$ cat src/rtl/key_step_gen_if.sv
// key_step_gen_if: raw key inputs and EN/UP step outputs of the key conditioner.
interface key_step_gen_if;
   logic KEY_UP_B;
   logic KEY_DN_B;
   logic EN;
   logic UP;
   modport master (output KEY_UP_B, KEY_DN_B, input EN, UP);
   modport slave (input KEY_UP_B, KEY_DN_B, output EN, UP);
endinterface

$ cat src/rtl/key_step_gen.sv
// key_step_gen: synchronizes and debounces two active-low keys into EN step pulses with auto-repeat and a UP direction level.
module key_step_gen #(
   parameter int DEB_CYC    = 1000,
   parameter int REP_DELAY  = 50000,
   parameter int REP_PERIOD = 10000,
   parameter int CNT_W      = 16
) (
   input logic          CLK,
   input logic          RESET_B,
   key_step_gen_if.slave bus
);
   localparam logic [1:0] IDLE = 2'd0, HOLD = 2'd1, REPEAT = 2'd2, LOCK = 2'd3;
   logic [1:0]       r_sync_up, r_sync_dn, r_state;
   logic             r_d_up, r_d_dn, r_en, r_up;
   logic [CNT_W-1:0] r_dc_up, r_dc_dn, r_t;
   logic             w_lvl_up, w_lvl_dn, w_tgl_up, w_tgl_dn;
   logic             w_rise_up, w_rise_dn, w_fall_up, w_fall_dn;
   logic             w_fall_act, w_rise_oth, w_rep_hit;
   assign w_lvl_up   = ~r_sync_up[1];
   assign w_lvl_dn   = ~r_sync_dn[1];
   assign w_tgl_up   = (w_lvl_up != r_d_up) && (r_dc_up == CNT_W'(DEB_CYC - 1));
   assign w_tgl_dn   = (w_lvl_dn != r_d_dn) && (r_dc_dn == CNT_W'(DEB_CYC - 1));
   assign w_rise_up  = w_tgl_up & ~r_d_up;
   assign w_rise_dn  = w_tgl_dn & ~r_d_dn;
   assign w_fall_up  = w_tgl_up & r_d_up;
   assign w_fall_dn  = w_tgl_dn & r_d_dn;
   // r_up always names the key that started the current press
   assign w_fall_act = r_up ? w_fall_up : w_fall_dn;
   assign w_rise_oth = r_up ? w_rise_dn : w_rise_up;
   assign w_rep_hit  = r_t == CNT_W'((r_state == HOLD) ? REP_DELAY - 1 : REP_PERIOD - 1);
   assign bus.EN     = r_en;
   assign bus.UP     = r_up;
   always_ff @(posedge CLK or negedge RESET_B) begin
      if (!RESET_B) begin
         r_sync_up <= 2'b11;
         r_sync_dn <= 2'b11;
         r_d_up    <= 1'b0;
         r_d_dn    <= 1'b0;
         r_dc_up   <= '0;
         r_dc_dn   <= '0;
      end else begin
         r_sync_up <= {r_sync_up[0], bus.KEY_UP_B};
         r_sync_dn <= {r_sync_dn[0], bus.KEY_DN_B};
         r_d_up    <= r_d_up ^ w_tgl_up;
         r_d_dn    <= r_d_dn ^ w_tgl_dn;
         r_dc_up   <= (w_lvl_up == r_d_up || w_tgl_up) ? '0 : r_dc_up + 1'b1;
         r_dc_dn   <= (w_lvl_dn == r_d_dn || w_tgl_dn) ? '0 : r_dc_dn + 1'b1;
      end
   end
   // release and lock outrank the timer pulse on the same edge
   always_ff @(posedge CLK or negedge RESET_B) begin
      if (!RESET_B) begin
         r_state <= IDLE;
         r_en    <= 1'b0;
         r_up    <= 1'b1;
         r_t     <= '0;
      end else begin
         r_en <= 1'b0;
         case (r_state)
            IDLE:
               if (w_rise_up && w_rise_dn) r_state <= LOCK;
               else if (w_rise_up || w_rise_dn) begin
                  r_en    <= 1'b1;
                  r_up    <= w_rise_up;
                  r_t     <= '0;
                  r_state <= HOLD;
               end
            HOLD, REPEAT:
               if (w_fall_act) r_state <= IDLE;
               else if (w_rise_oth) r_state <= LOCK;
               else if (w_rep_hit) begin
                  r_en    <= 1'b1;
                  r_t     <= '0;
                  r_state <= REPEAT;
               end else r_t <= r_t + 1'b1;
            default:
               if (!r_d_up && !r_d_dn) r_state <= IDLE;
         endcase
      end
   end
endmodule

$ cat src/flat_wrapper.sv
// flat-port wrapper written by rule: the top's interface ports become plain ports
module key_step_gen_flat 
#(
   parameter int DEB_CYC    = 1000,
   parameter int REP_DELAY  = 50000,
   parameter int REP_PERIOD = 10000,
   parameter int CNT_W      = 16
)
  (CLK, RESET_B, bus_KEY_UP_B, bus_KEY_DN_B, bus_EN, bus_UP);
  key_step_gen_if bus_i ();
  input logic CLK;
  input logic RESET_B;
  input wire logic [$bits(bus_i.KEY_UP_B)-1:0] bus_KEY_UP_B;
  input wire logic [$bits(bus_i.KEY_DN_B)-1:0] bus_KEY_DN_B;
  output wire logic [$bits(bus_i.EN)-1:0] bus_EN;
  output wire logic [$bits(bus_i.UP)-1:0] bus_UP;
  assign bus_i.KEY_UP_B = bus_KEY_UP_B;
  assign bus_i.KEY_DN_B = bus_KEY_DN_B;
  assign bus_EN = bus_i.EN;
  assign bus_UP = bus_i.UP;
  key_step_gen #(.DEB_CYC(DEB_CYC), .REP_DELAY(REP_DELAY), .REP_PERIOD(REP_PERIOD), .CNT_W(CNT_W)) u_core (.CLK(CLK), .RESET_B(RESET_B), .bus(bus_i));
endmodule
$ cat config.mk
export PLATFORM = sky130hd
export DESIGN_NAME = key_step_gen_flat
export DESIGN_NICKNAME = d
export VERILOG_FILES = /design/src/rtl/key_step_gen_if.sv /design/src/rtl/key_step_gen.sv /design/src/flat_wrapper.sv
export SDC_FILE = /design/constraint.sdc
export NUM_CORES = 1
export LEC_CHECK = 0
export CAP_MARGIN = 25
export CORE_MARGIN = 3
export CORE_UTILIZATION = 35
export DETAILED_ROUTE_END_ITERATION = 12
export PLACE_DENSITY_LB_ADDON = 0.3
export SETUP_SLACK_MARGIN = 0.05
export SLEW_MARGIN = 20
export SYNTH_ARGS = -nofsm -noshare
export SYNTH_HDL_FRONTEND = slang
export SYNTH_SLANG_ARGS = --single-unit
$ cat constraint.sdc
create_clock -name CLK -period 3.36 [get_ports CLK]
set_clock_uncertainty 0.1 [all_clocks]
set_input_delay 1.008 -clock CLK [delete_from_list [all_inputs] [get_ports CLK]]
set_output_delay 1.008 -clock CLK [all_outputs]
set_load 0.01 [all_outputs]
# == After elaboration in Yosys (flattened, before gate mapping) ==
# Index checks and enable logic that the tools add are counted.
# op_classes
n_mux,24
add_sub_neg,3
n_eq_ne,15
bitwise,11
reduce_logical,16
# ops
op,count
two-way mux 16 bit,8
adder 16 x 1 -> 16 bit (second input constant),3
equality test 16 x 10 -> 1 bit (second input constant),2
case mux 16 bit (2 select lines),1
equality test 16 bit,1
two-way mux 2 bit,6
two-way mux 1 bit,7
!= test 2 bit (second input constant),3
AND reduction 3 bit,2
NOT 1 bit,5
AND reduction 5 bit,1
AND 1 bit,4
logical AND 1 bit,4
!= test 4 x 1 -> 1 bit (second input constant),1
case mux 2 bit (2 select lines),1
logical OR 1 bit,3
!= test 3 x 1 -> 1 bit (second input constant),1
nonzero test 3 bit,1
equality test 1 bit,2
equality test 2 x 1 -> 1 bit (second input constant),1
equality test 2 bit (second input constant),1
logical NOT 1 bit,2
logical NOT 2 bit,1
!= test 1 bit,2
5 further kinds,6
# totals
ff_bits,58

# == Longest topological paths before layout ==
# Gate-level depths: netlist of the first run.
# depth
ltp_word,8
ltp_mapped,13
ltp_nobuf,13

# == Worst setup path after synthesis of the first run ==
# Ideal clock, no wire load.
# synth_timing
path_type,register to register
start,register u_core.r_dc_dn[0]
end,register u_core.r_t[6]
period_less_slack_ns,2.678
required_ns,3.129
arrival_ns,2.447
path_slack_ns,0.682
path_stages_with_launch,14
cell_sequence,dfrtp_1 ha_1 nand2_1 nor3b_1 nand4_1 nor2_1 ha_1 inv_1 ha_1 o21a_1 a311oi_4 nor2b_1 a31oi_1 o31ai_1
# synth_between
elab_chain_cells,6
word_cells_on_any_way,13
# synth_lines
item,line,source
start: declaration,key_step_gen.sv:15,"logic [CNT_W-1:0] r_dc_up, r_dc_dn, r_t;"
start signal: assignment,key_step_gen.sv:47,r_dc_dn <= (w_lvl_dn == r_d_dn || w_tgl_dn) ? '0 : r_dc_dn + 1'b1;
equality test 16 x 10 -> 1 bit (*),key_step_gen.sv:22,assign w_tgl_dn = (w_lvl_dn != r_d_dn) && (r_dc_dn == CNT_W'(DEB_CYC - 1));
logical AND 1 bit (*),key_step_gen.sv:22,
AND 1 bit (on tied branches),"key_step_gen.sv:26, key_step_gen.sv:24",
two-way mux 1 bit (tied with other cells),key_step_gen.sv:28,assign w_fall_act = r_up ? w_fall_up : w_fall_dn;
!= test 2 bit (no source line) / != test 2 x 1 -> 1 bit (equally long branches),n/a,
AND reduction 5 bit (no source line) (*),n/a,
end signal: assignment,key_step_gen.sv:75,end else r_t <= r_t + 1'b1;
end: declaration,key_step_gen.sv:15,
# Every way passes the cells marked *; elsewhere a longest branch is shown, timed or not.
# A chain may end at the register's enable or synchronous reset.

# == Final worst setup path of the first run ==
# layout_timing
start,register u_core.r_dc_dn[0]
end,register u_core.r_t[14]
# Same word-level chain as after synthesis.

==> results of run 1 <==
[cells in the mapped netlist (2+ instances only)]
cell type   n
a21oi_1     5
a31oi_1     8
and3_1     12
and4_1      7
clkbuf_1    7
dfrtp_1    53
dfstp_2     5
ha_1       12
inv_1      12
mux2_2      2
nand2_1    20
nand2b_1    3
nand3_1    23
nand4_1     8
nor2_1     39
nor2b_1    10
nor3_1      4
nor4_1      3
nor4b_1     2
o21ai_0     7
o21ai_1     2
o311ai_1    2
o31ai_1    10
or2_2       2
or3_1       3
xnor2_1     9
xor2_1     22
[critical path, stage by stage (launching register included)]
cell and delay [ns]:
dfrtp_1 0.39, ha_1 0.22, nand2_1 0.09, nor3b_1 0.23, nand4_1 0.15, nor2_1 0.17, ha_1 0.23, inv_1 0.06
ha_1 0.21, o21a_1 0.21, a311oi_4 0.44, nor2b_1 0.11, a31oi_1 0.16, o31ai_1 0.09
[layer usage]
metal,wire [um],vias to the layer above
met5,0,-
met3,165,10
met1,2900,1064
met4,126,0
met2,2570,16
li1,-,1132
[path summary, 6_finish.rpt]
check / start / to / slack (ns) / depth (start not counted)
max in group asynchronous: RESET_B / u_core.r_sync_dn[1] / 1.88 / 2
min reg2reg: u_core.r_sync_up[0] / u_core.r_sync_up[1] / 0.26 / 0
min: u_core.r_sync_up[0] / u_core.r_sync_up[1] / 0.26 / 0
max reg2reg: u_core.r_dc_dn[0] / u_core.r_t[14] / 0.36 / 13
max: u_core.r_dc_dn[0] / u_core.r_t[14] / 0.36 / 13
min in group asynchronous: RESET_B / u_core.r_t[3] / 0.56 / 1
[metrics by stage]
stage	hold WS, ns	cells
final	0.257	432
after global routing	0.259	432
after CTS	0.259	432
after detailed placement	0.248	416
after global placement	0.248	416
after floorplan	0.245	312
[cell type report]
class	instances	area (sq um)	share of cell area, %
Inverter	12	45.0	1.30
Clock inverter	6	80.1	2.30
Clock buffer	10	138	3.96
Tap cell	105	131	3.78
Multi-Input combinational cell	234	1560	45.0
Timing Repair Buffer	7	60.1	1.73
Sequential cell	58	1460	42.0
[registers in the layout, summed over array words and instances (netlist names)]
register / count
u_core.r_dc_up: 16
u_core.r_d_dn: 1
u_core.r_t: 16
u_core.r_sync_dn: 2
u_core.bus.EN: 1
u_core.r_dc_dn: 16
u_core.r_d_up: 1
u_core.r_state: 2
u_core.bus.UP: 1
u_core.r_sync_up: 2
[logic make-up after synthesis]
group,share of synthesized area [%]
AND/OR/NAND/NOR,26.0
flip-flops,47.0
AO/OA/AOI/OAI,9.72
XOR/XNOR,8.75
buffers and inverters,2.66
adder cells (fa/ha/maj),4.84
multiplexers,1.05
[power groups by stage]
stage	logic (mW)	registers (mW)	clock network, mW
global route	0.0428	0.716	0.765
CTS	0.0382	0.716	0.733
floorplan	0.0164	0.727	0
finish	0.0364	0.716	0.705
detailed placement	0.0380	0.729	0
global placement	0.0379	0.729	0
[timing repair]
action                                 4_1_cts  5_1_grt
gates resized for setup                      0        0
endpoints found under the hold margin        0        0
setup endpoints to repair                    0        8
setup buffers                                0        0
==> results.md, run 1 <==
- Ys async rst share: 100%
- Nets: 338
- CTS H-Tree Depth: 3
- Final Hold Fails: 0
- Total die area: 10,000 sq um
- Max Buffers Root-to-Sink: 2
- Internal power: 1.15 mW
- Net Count, Synth: 328
- Final period util: 89.4%
- Per-cell routed wire length: 13.3 um
- Synth Instances: 312
- Final Power: 1.46 mW
- Leakage Power: 1.52 nW
- Synth top area cells: dfrtp_1 43%, xor2_1 6.2%, ha_1 4.8%
- Status: finished, final reports clean
- Max-Cap Viols: 0
- Seq cells post-synth: 58
- Routed WL: 5760 um
- GP Congestion: 0.780
- Clock transition at path regs: 0.07 ns
- M1 GR Usage: 16.4%
- Commonest non-fill, non-tap cell in the layout: dfrtp_1
- Commonest cells after routing, fill and taps aside: 53 x dfrtp_1, 39 x nor2_1, 23 x nand3_1
- Place WS: 0.300 ns
- Startpoint types: flip-flop
- Sw Share: 21.0%
- Min cycle time layout: 3.00 ns
- RSZ-0062 raised after global routing: no
- Slew HR: 58.5%
- Synth cell types: 47
- Fin area: 3470 sq um
- Routed via count: 2,222
- Vias per cell: 5.14
- Clock tree sinks: 58
- Cell Pwr Density: 419 nW/um^2
- Chip height: 100 um
- Core Footprint: 8420 sq um
- Initial drt markers: 84
- Rows: 33
- Synth-to-layout area growth: 12.0%
- Synth warn: 0
- Placed inst area: 3260 sq um
- Syn Std Cell Area: 3100 sq um
- Worst hold-check path type: flip-flop to flip-flop
- CTS tree: yes
- Die W: 100 um
- Worst endpoint required time: 3.48 ns
- Port Buf Inserts: 5
- IO Count: 6
- Total GRT Usage: 12.8%
- Setup TNS: 0 ns
- Synth Area per Inst: 9.95 sq um
- Final core utilization: 41.3%
- Number of inserted diodes: 0
- Clock share of power: 48.4%
- Post-DRT Antenna Nets: 0
- Root Buffer: clkbuf_8
- CTS Buf Count: 9
- Pins over their slew limit: 0
- Number of remaining DRC errors: 0
- First-pass GRT wire length: 10,100 um
- CP Capture Type: flip-flop
- Fmax: 333 MHz
- Largest net degree at the start of global routing: 25
- Final setup margin: 0.357 ns
- Seq/Total Area, Yosys: 47.0%
- Seq pwr share: 49.1%
- Crit-path max FO: 9
- VDD IR max: 0.000210 V
- Hpwl dp: 3980 um
- Detailed Routing Iterations Pass 1: 4
- Hold_buf cts: 0
- Main synth FF type: dfrtp_1
- Met2 Track Usage GR: 19.5%
- Fillers: 850
- Switching pwr: 0.306 mW
- Largest area contributor in the netlist: dfrtp_1
- Post-synth EDFFs: 0
- Final setup violation count: 0
- Worst-Skew Late Latency: 0.34 ns
- Vias in the first global route: 2,146
- GRT Max-Usage Layer: met2
- Combinational Power Share: 2.5%
- Crit path DAT: 3.12 ns
- Synth top area share: 42.7%
- Layout cell share with drive strength beyond 1: 10.7%
- Initial antenna violation count: 0
- Crit path kind: flip-flop to flip-flop
- Starting Density: 36.8%
- Slew at the pin closest to its max-slew limit: 0.623 ns
- GR Layer Usage met3: 4.24%
- Gr ovfl total: 0
No activity file was read; power rests on OpenSTA's default activity.
==> run 2: changes to the inputs <==
Settings changed: PLACE_DENSITY_LB_ADDON 0.3 to not set.
==> run 2 against run 1 <==
  * Setup slack lost 0.014 ns
  * Design area grew 0.54%
  * Sequential share of layout area shrank 0.23 points
  * Combinational power shrank 1%
  * Worst hold slack is essentially flat
  * Register-to-register slack is essentially flat
  * Clock-buffer cell count grew 2
  * Cell count grew 0.23%
  * Sequential power is essentially flat
  * First-iteration DRC count shrank 8.3%
  * Non-clock buffer count grew 1
  * Largest power group is now clock
  * Largest cell class unchanged
==> results.md, run 2 (synthesis results as in run 1) <==
- Fmax: 332 MHz (-0.46%)
- CTS H-Tree Depth: 3 (unchanged)
- Final Hold Fails: 0 (unchanged)
- Starting Density: 36.8% (unchanged)
- Crit-path max FO: 7 (-2)
- Synth-to-layout area growth: 12.6%
- Largest regs: u_core.r_dc_dn x16, u_core.r_dc_up x16, u_core.r_t x16
- HP Start: u_core.r_sync_up[0]
- GP Congestion: 0.760 (-2.6%)
- Nets: 339 (+0.30%)
- Detailed Routing Iterations Pass 1: 4 (unchanged)
- Routed WL: 5900 um (+2.4%)
- Worst-Skew Late Latency: 0.34 ns (about the same)
- Setup crit start: u_core.r_dc_dn[0]
- CTS Buf Count: 9 (unchanged)
- Vias in the first global route: 2,286 (+6.5%)
- Crit path DAT: 3.12 ns (about the same)
- Final Power: 1.49 mW (+2.5%)
- Layout cell share with drive strength beyond 1: 10.7% (-0.033 points)
- IO Count: 6 (unchanged)
- Worst endpoint required time: 3.46 ns (-0.02 ns)
- Number of remaining DRC errors: 0 (unchanged)
- Gr ovfl total: 0 (unchanged)
- Port Buf Inserts: 5 (unchanged)
- Initial drt markers: 77 (-8.3%)
- Max Buffers Root-to-Sink: 2 (unchanged)
- Min cycle time layout: 3.02 ns (+0.0138 ns)
- Number of inserted diodes: 0 (unchanged)
- Worst hold-check path type: flip-flop to flip-flop
- Pins over their slew limit: 0 (unchanged)
- Final period util: 89.8% (+0.41 points)
- Slew HR: 60.1% (+1.6 points)
- Largest net degree at the start of global routing: 28 (+12%)
- Final setup violation count: 0 (unchanged)
- Status: finished, final reports clean
- Chip height: 100 um (unchanged)
- Max-Cap Viols: 0 (unchanged)
- Routed via count: 2,264 (+1.9%)
- CP Capture Type: flip-flop
- WHS: 0.256 ns (-0.000361 ns)
- RSZ-0062 raised after global routing: no
- CTS tree: yes
- VDD IR max: 0.000209 V (-0.71%)
- Hpwl dp: 4000 um (+0.45%)
- Initial antenna violation count: 0 (unchanged)
- Reg2reg start: u_core.r_dc_dn[0]
- Commonest cells after routing, fill and taps aside: 53 x dfrtp_1, 39 x nor2_1, 23 x nand3_1
- Root Buffer: clkbuf_8
- Leakage Power: 1.53 nW (+0.41%)
- Vias per cell: 5.23 (+1.7%)
- Crit path kind: flip-flop to flip-flop
- Per-cell routed wire length: 13.6 um (+2.1%)
- Setup TNS: 0 ns (unchanged)
- Die W: 100 um (unchanged)
- Cell Pwr Density: 428 nW/um^2 (+1.9%)
- Core Footprint: 8420 sq um (unchanged)
- Clock tree sinks: 58 (unchanged)
- Startpoint types: flip-flop
- Commonest non-fill, non-tap cell in the layout: dfrtp_1
- Total die area: 10,000 sq um (unchanged)
- Total GRT Usage: 13.1% (+0.28 points)
- Slew at the pin closest to its max-slew limit: 0.598 ns (-0.0246 ns)
- CTS resizes: 0 (unchanged)
- Rows: 33 (unchanged)
- Post-DRT Antenna Nets: 0 (unchanged)
- Clock transition at path regs: 0.07 ns (about the same)
- First-pass GRT wire length: 10,500 um (+3.4%)
==> run 2: cell count changes in the layout (fill, tap and decap cells not counted), sizes merged <==
cell	before	now
buf	3	4
clkinv	4	2
clkbuf	10	12
==> run 2: what timing repair did <==
item                       CTS  global route
buffers inserted             0             1
setup endpoints to repair    0             7
hold buffers                 0             0
==> run 2: area by class of cell <==
cell class                 count  area [sq um]
clock buffer                  12           155
clock inverter                 4          73.8
fill                         828          4930
inverter                      12          45.0
multi-input combinational    234          1560
sequential                    58          1460
tap                          105           131
timing repair buffer           8          67.6
==> run 2: path summary, 6_finish.rpt <==
kind	end	slack [ns]	cells after the start
max in group asynchronous	u_core.r_sync_dn[0]	2.04	2
min in group asynchronous	u_core.r_d_up	0.44	1
worst min register to register	u_core.r_sync_up[1]	0.26	0
worst min-delay path	u_core.r_sync_up[1]	0.26	0
worst max register to register	u_core.r_t[4]	0.34	13
worst max-delay path	u_core.r_t[4]	0.34	13
==> run 2: metal layers <==
layer  track usage [%]  vias up  part of all wire [%]
li1                  -     1133                     -
met1              16.5     1084                    48
met2              20.7       39                    46
met3              4.93        8                   4.2
met4              4.35        0                   1.4
met5                 0        -                     0
==> run 2: worst max-delay path: stages, from the launching register on <==
cell and delay [ns]:
dfrtp_1 0.40, ha_1 0.23, nand2_1 0.10, nor3b_1 0.23
nand4_1 0.14, nor2_1 0.16, ha_1 0.24, inv_1 0.06
ha_1 0.21, o21a_1 0.22, nor2_1 0.22, nand2_1 0.25
o21ai_0 0.20, o21ai_0 0.13
==> run 2: where the power goes <==
| part | switching [mW] | internal (mW) | leakage (nW) |
|---|---|---|---|
| logic | 0.0252 | 0.0109 | 0.625 |
| clock network | 0.283 | 0.458 | 0.117 |
| registers | 0.00731 | 0.708 | 0.788 |
==> run 2: through the flow <==
step / util [%] / setup WS (ns) / area [sq um] / instances
6_report: 41.5 / 0.344 / 3490 / 433
5_1_grt: 41.5 / 0.0845 / 3490 / 433
4_1_cts: 41.4 / 0.284 / 3490 / 432
3_5_place_dp: 38.7 / 0.309 / 3260 / 416
3_3_place_gp: 38.7 / 0.399 / 3260 / 416
2_1_floorplan: - / 0.682 / 3100 / 312
